**src/rtl/mem_arbiter_if.sv**
```systemverilog
// Requester-side bundle for mem_arbiter: instruction-fetch port (read-only)
// and load/store data port, each with a req/ack handshake.
interface mem_arbiter_if #(
    parameter int AW = 16,
    parameter int DW = 16
);
    logic          f_req;
    logic [AW-1:0] f_addr;
    logic          f_ack;
    logic [DW-1:0] f_data;
    logic          f_err;

    logic          d_req;
    logic          d_we;
    logic [AW-1:0] d_addr;
    logic [DW-1:0] d_wdata;
    logic          d_ack;
    logic [DW-1:0] d_rdata;
    logic          d_err;

    modport master (
        output f_req, f_addr, d_req, d_we, d_addr, d_wdata,
        input  f_ack, f_data, f_err, d_ack, d_rdata, d_err
    );

    modport slave (
        input  f_req, f_addr, d_req, d_we, d_addr, d_wdata,
        output f_ack, f_data, f_err, d_ack, d_rdata, d_err
    );
endinterface

```
**src/rtl/mem_arbiter.sv**
```systemverilog
// Two-port arbiter/sequencer in front of a single-port negedge RAM.
// Define MEMARB_RR_EN for round-robin arbitration; default is data-over-fetch priority.
module mem_arbiter #(
    parameter int MEM_DEPTH = 9,
    parameter int AW        = 16,
    parameter int DW        = 16
) (
    input  logic          clk,
    input  logic          rst_n,
    mem_arbiter_if.slave  bus,
    output logic          ram_we,
    output logic [AW-1:0] ram_addr,
    output logic [DW-1:0] ram_data,
    input  logic [DW-1:0] ram_rdata,
    output logic          busy
);

    // state  | meaning
    // IDLE   | waiting for a request; RAM pins hold their last address
    // ACCESS | RAM pins stable, RAM acts on the mid-cycle negedge
    // RESP   | ack pulse to the winner; new requests ignored
    typedef enum logic [1:0] {IDLE, ACCESS, RESP} state_t;

    localparam logic [AW-1:0] DEPTH = AW'(MEM_DEPTH);

    state_t        state, state_nxt;
    logic          grant_d, grant_d_nxt;
    logic          pick_d;
    logic [AW-1:0] win_addr;
    logic          win_bad;

    logic          ram_we_nxt;
    logic [AW-1:0] ram_addr_nxt;
    logic [DW-1:0] ram_data_nxt;
    logic          f_ack_nxt, f_err_nxt, d_ack_nxt, d_err_nxt;
    logic [DW-1:0] f_data_nxt, d_rdata_nxt;

`ifdef MEMARB_RR_EN
    // last_f = 1 means fetch won the most recent grant
    logic last_f, last_f_nxt;

    assign pick_d = bus.d_req && (!bus.f_req || last_f);

    always_ff @(posedge clk or negedge rst_n) begin
        if (!rst_n) begin
            last_f <= 1'b1;
        end else begin
            last_f <= last_f_nxt;
        end
    end
`else
    assign pick_d = bus.d_req;
`endif

    assign win_addr = pick_d ? bus.d_addr : bus.f_addr;
    assign win_bad  = (win_addr >= DEPTH);
    assign busy     = (state != IDLE);

    always_ff @(posedge clk or negedge rst_n) begin
        if (!rst_n) begin
            state       <= IDLE;
            grant_d     <= 1'b0;
            ram_we      <= 1'b0;
            ram_addr    <= '0;
            ram_data    <= '0;
            bus.f_ack   <= 1'b0;
            bus.f_err   <= 1'b0;
            bus.f_data  <= '0;
            bus.d_ack   <= 1'b0;
            bus.d_err   <= 1'b0;
            bus.d_rdata <= '0;
        end else begin
            state       <= state_nxt;
            grant_d     <= grant_d_nxt;
            ram_we      <= ram_we_nxt;
            ram_addr    <= ram_addr_nxt;
            ram_data    <= ram_data_nxt;
            bus.f_ack   <= f_ack_nxt;
            bus.f_err   <= f_err_nxt;
            bus.f_data  <= f_data_nxt;
            bus.d_ack   <= d_ack_nxt;
            bus.d_err   <= d_err_nxt;
            bus.d_rdata <= d_rdata_nxt;
        end
    end

    always_comb begin
        state_nxt    = state;
        grant_d_nxt  = grant_d;
        ram_we_nxt   = ram_we;
        ram_addr_nxt = ram_addr;
        ram_data_nxt = ram_data;
        f_ack_nxt    = 1'b0;
        f_err_nxt    = 1'b0;
        d_ack_nxt    = 1'b0;
        d_err_nxt    = 1'b0;
        f_data_nxt   = bus.f_data;
        d_rdata_nxt  = bus.d_rdata;
`ifdef MEMARB_RR_EN
        last_f_nxt   = last_f;
`endif

        case (state)
            IDLE: begin
                if (bus.f_req || bus.d_req) begin
                    grant_d_nxt = pick_d;
`ifdef MEMARB_RR_EN
                    last_f_nxt  = !pick_d;
`endif
                    if (win_bad) begin
                        // out-of-range: answer immediately, RAM pins untouched
                        state_nxt = RESP;
                        if (pick_d) begin
                            d_ack_nxt   = 1'b1;
                            d_err_nxt   = 1'b1;
                            d_rdata_nxt = '0;
                        end else begin
                            f_ack_nxt  = 1'b1;
                            f_err_nxt  = 1'b1;
                            f_data_nxt = '0;
                        end
                    end else begin
                        state_nxt    = ACCESS;
                        ram_addr_nxt = win_addr;
                        if (pick_d && bus.d_we) begin
                            ram_we_nxt   = 1'b1;
                            ram_data_nxt = bus.d_wdata;
                        end
                    end
                end
            end

            ACCESS: begin
                // RAM is read-before-write, so a store also returns the old word
                ram_we_nxt = 1'b0;
                state_nxt  = RESP;
                if (grant_d) begin
                    d_ack_nxt   = 1'b1;
                    d_rdata_nxt = ram_rdata;
                end else begin
                    f_ack_nxt  = 1'b1;
                    f_data_nxt = ram_rdata;
                end
            end

            RESP: begin
                state_nxt = IDLE;
            end

            default: begin
                state_nxt = IDLE;
            end
        endcase
    end

endmodule
```
**src/flat_wrapper.sv**
```systemverilog
// flat-port wrapper written by rule: the top's interface ports become plain ports
module mem_arbiter_flat 
#(
    parameter int MEM_DEPTH = 9,
    parameter int AW        = 16,
    parameter int DW        = 16
)
  (clk, rst_n, ram_we, ram_addr, ram_data, ram_rdata, busy, bus_f_req, bus_f_addr, bus_d_req, bus_d_we, bus_d_addr, bus_d_wdata, bus_f_ack, bus_f_data, bus_f_err, bus_d_ack, bus_d_rdata, bus_d_err);
  mem_arbiter_if #(.AW(AW), .DW(DW)) bus_i ();
  input  logic clk;
  input  logic rst_n;
  output logic ram_we;
  output logic [AW-1:0] ram_addr;
  output logic [DW-1:0] ram_data;
  input  logic [DW-1:0] ram_rdata;
  output logic busy;
  input wire logic [$bits(bus_i.f_req)-1:0] bus_f_req;
  input wire logic [$bits(bus_i.f_addr)-1:0] bus_f_addr;
  input wire logic [$bits(bus_i.d_req)-1:0] bus_d_req;
  input wire logic [$bits(bus_i.d_we)-1:0] bus_d_we;
  input wire logic [$bits(bus_i.d_addr)-1:0] bus_d_addr;
  input wire logic [$bits(bus_i.d_wdata)-1:0] bus_d_wdata;
  output wire logic [$bits(bus_i.f_ack)-1:0] bus_f_ack;
  output wire logic [$bits(bus_i.f_data)-1:0] bus_f_data;
  output wire logic [$bits(bus_i.f_err)-1:0] bus_f_err;
  output wire logic [$bits(bus_i.d_ack)-1:0] bus_d_ack;
  output wire logic [$bits(bus_i.d_rdata)-1:0] bus_d_rdata;
  output wire logic [$bits(bus_i.d_err)-1:0] bus_d_err;
  assign bus_i.f_req = bus_f_req;
  assign bus_i.f_addr = bus_f_addr;
  assign bus_i.d_req = bus_d_req;
  assign bus_i.d_we = bus_d_we;
  assign bus_i.d_addr = bus_d_addr;
  assign bus_i.d_wdata = bus_d_wdata;
  assign bus_f_ack = bus_i.f_ack;
  assign bus_f_data = bus_i.f_data;
  assign bus_f_err = bus_i.f_err;
  assign bus_d_ack = bus_i.d_ack;
  assign bus_d_rdata = bus_i.d_rdata;
  assign bus_d_err = bus_i.d_err;
  mem_arbiter #(.MEM_DEPTH(MEM_DEPTH), .AW(AW), .DW(DW)) u_core (.clk(clk), .rst_n(rst_n), .bus(bus_i), .ram_we(ram_we), .ram_addr(ram_addr), .ram_data(ram_data), .ram_rdata(ram_rdata), .busy(busy));
endmodule
```
**config.mk**
```make
export PLATFORM = sky130hd
export DESIGN_NAME = mem_arbiter_flat
export DESIGN_NICKNAME = d
export VERILOG_FILES = /design/src/rtl/mem_arbiter_if.sv /design/src/rtl/mem_arbiter.sv /design/src/flat_wrapper.sv
export SDC_FILE = /design/constraint.sdc
export NUM_CORES = 1
export LEC_CHECK = 0
export BUFFER_PORTS_ARGS = -buffer_cell sky130_fd_sc_hd__buf_2
export CAP_MARGIN = 20
export CORE_UTILIZATION = 25
export DETAILED_ROUTE_END_ITERATION = 8
export GPL_TIMING_DRIVEN = 0
export HOLD_SLACK_MARGIN = 0.15
export PLACE_DENSITY_LB_ADDON = 0.2
export REMOVE_ABC_BUFFERS = 1
export SYNTH_ARGS = -nofsm -noshare
export SYNTH_HDL_FRONTEND = slang
export SYNTH_SLANG_ARGS = --single-unit
```
**constraint.sdc**
```tcl
create_clock -name clk -period 4 [get_ports clk]
set_input_delay 0.6 -clock clk [delete_from_list [all_inputs] [get_ports clk]]
set_output_delay 0.6 -clock clk [all_outputs]
set_load 0.01 [all_outputs]
```
==> impl_metrics.ini <==
[routing]
drt-vias-per-instance = 4.28
drc = 0
drt_iter0_markers = 88
firstDrtPassIters = 4
ant_nets = 0
wl_per_cell_um = 13.5
drt_wl_total_mm = 7.33
num_vias = 2323

[pwr]
power_density_nw_per_um2 = 405
p_sw_share_pct = 21.6
switching_power_w = 0.000350
peakVddDrop_uv = 289
combPwrFrac_pct = 5.7
power_w = 0.00162
internal_power_w = 0.00127
p_leak_nw = 2.19
seq_power_share_pct = 45.6
pwr-share-clk_pct = 48.7

[timing]
hold_violations = 0
finalSetupTns_ns = 0
period_minus_slack_ns = 2.70
setup_viol = 0
fmax_ghz = 0.370
relSlewSlack_pct = 49.2
finClkSkew_ns = 0.00305
rsz0062_at_grt = false
drv_slew = 0
timing.final.crit_share_pct = 67.5
worst_pin_slew_ns = 0.763

[worst_setup_path]
end_kind = flop
r2r_slack_ns = 2.14
worstPathMaxFanout = 17
critical_path_class = input pin to flop
crit_arrival_ns = 2.92
cp-start-kind = input pin
required_ns = 4.22

[final_layout]
n_fill_cell = 1140
num_antenna_cells = 0
seq_area_um2 = 1800
multi_input_area_um2 = 976
finish.utilization_pct = 36.4
fin_nets = 468
area_growth_pct = 40.4
fin_area_um2 = 4000
stdcell_count = 543
final_layout_size_suffix_gt1_share_pct = 41.4

[cts]
cts_resized = 0
cts_tree = done
cts_setup_buffers = 0
clockBufferDepth = 2
htreeDepth = 3
clockRootBuffer = clkbuf_16
clock-sinks = 72
insertion_delay_ns = 0.34
clkTransAtPathRegs_ns = 0.06
postCtsHoldBufs = 0
cts_made_buffers = 9

[die]
num_rows = 38
floorplan.die_area_um2 = 11800
die_h_um = 109
ioPinCount = 139
initial_core_util_pct = 26.0
coreArea_um2 = 11000
fp.dieW_um = 109

[logic_synthesis]
synth_cell_type_count = 29
synth_cells = 259
synth-warning-count = 0
yosysSeqAreaShare_pct = 63.2
avgSynthCellArea_um2 = 11.0
syn-cell-area_um2 = 2850
synth_top_area_share_pct = 63.2
synth_area_leaders = dfrtp_1, nand2_1, mux2_1
synth_top_area_cell = dfrtp_1
synth-seq-cells = 72

[placement]
hpwl_mm = 5.37
place_congestion = 0.693
place_inst = 528
port_buffers = 138
place_area_um2 = 3710

[run]
maxCapViolations = 0

[grt]
grt_pass1_vias = 2331
grt_use_total_pct = 13.5
antenna_found_initial = 0
grt_max_degree = 47
grt_pass1_wl_mm = 11.7
grt_overflow = 0

[min_path]
hold_path.class = input pin to async pin

[run_status]
status = finished, final reports clean
[area by class of cell]
cell class	count	share of cell area [%]
timing repair buffer	142	18.8
inverter	2	0.188
sequential	72	45.0
clock buffer	11	6.06
clock inverter	4	1.13
tap	140	4.38
multi-input combinational	172	24.4
[worst max-delay path, stage by stage]
cell and delay [ns]:
buf_2 0.24, nand2b_1 0.07, or4_1 0.46, a221oi_2 0.47, and3_1 0.68, mux2_1 0.38
[cell usage in the layout, fill, tap and decap left out, types with 2 or more instances in the layout]
cell type and instances:
clkbuf_16 9, o21ai_0 15, nor3_1 3, nor2b_1 14
dfrtp_1 72, nand3_1 2, buf_6 3, buf_2 137
mux2_2 7, nand2b_1 4, inv_1 2, nor2_1 5
clkinv_2 3, nand2_1 72, mux2_1 16, nor4_1 4
o21ai_1 18
[cell usage after synthesis, drive strengths merged]
cell / n
a21oi: 1
a221o: 1
a221oi: 1
a41oi: 1
and2: 1
and3: 1
buf: 5
clkbuf: 8
dfrtp: 72
inv: 2
mux2: 23
nand2: 72
nand2b: 4
nand3: 2
nand3b: 1
nor2: 6
nor2b: 14
nor3: 4
nor4: 4
o21ai: 33
o22ai: 1
or2: 1
or4: 1
[power by group through the flow]
stage | combinational [W] | sequential (W) | clock [W]
5_1_grt | 0.000105 | 0.000740 | 0.000848
3_3_place_gp | 0.0000873 | 0.000752 | 0
6_report | 0.0000925 | 0.000739 | 0.000789
4_1_cts | 0.0000961 | 0.000739 | 0.000816
3_5_place_dp | 0.0000956 | 0.000752 | 0
2_1_floorplan | 0.0000214 | 0.000754 | 0
[cell families (layout without fill, tap and decap cells)]
group                  Yosys count  after routing  synth area share (%)
buffers and inverters           15            159                  2.59
AOI/OAI and AO/OA               38             38                  7.37
muxes                           23             23                  9.08
and+or+nand+nor                111            111                  17.8
DFF                             72             72                  63.2
[worst paths after layout]
path	start	endpoint	cells past startpoint
worst max-delay path	bus_d_req	u_core.ram_addr[1]	6
min in group clk	bus_d_wdata[14]	u_core.ram_data[14]	2
worst max register to register	u_core.state[1]	u_core.ram_addr[1]	3
worst min-delay path	rst_n	u_core.ram_data[13]	1
max in group asynchronous	rst_n	u_core.ram_addr[5]	2
worst min register to register	u_core.ram_addr[3]	u_core.ram_addr[3]	1
[metal layers]
layer	share of wire [%]	GRT usage [%]	up-vias
met5	0	0	-
met4	1.5	5.21	0
met3	7.6	6.34	9
met2	47	20.9	78
met1	44	16.1	1097
li1	-	-	1139
[flip-flops by register name (all words and copies together), names as in the netlist]
register and count:
u_core.ram_data 16, u_core.grant_d 1, u_core.bus.f_ack 1, u_core.bus.d_err 1, u_core.bus.f_data 16, u_core.ram_addr 16
u_core.bus.d_ack 1, u_core.ram_we 1, u_core.state 2, u_core.bus.d_rdata 16, u_core.bus.f_err 1
[through the flow]
step / setup WS (ns) / hold WS [ns]
after floorplan: 1.50 / 0.304
after global placement: 0.929 / 0.462
after detailed placement: 0.925 / 0.470
after CTS: 1.25 / 0.184
after global routing: 1.14 / 0.196
final: 1.30 / 0.177
Power figures use the tool's default switching activity.
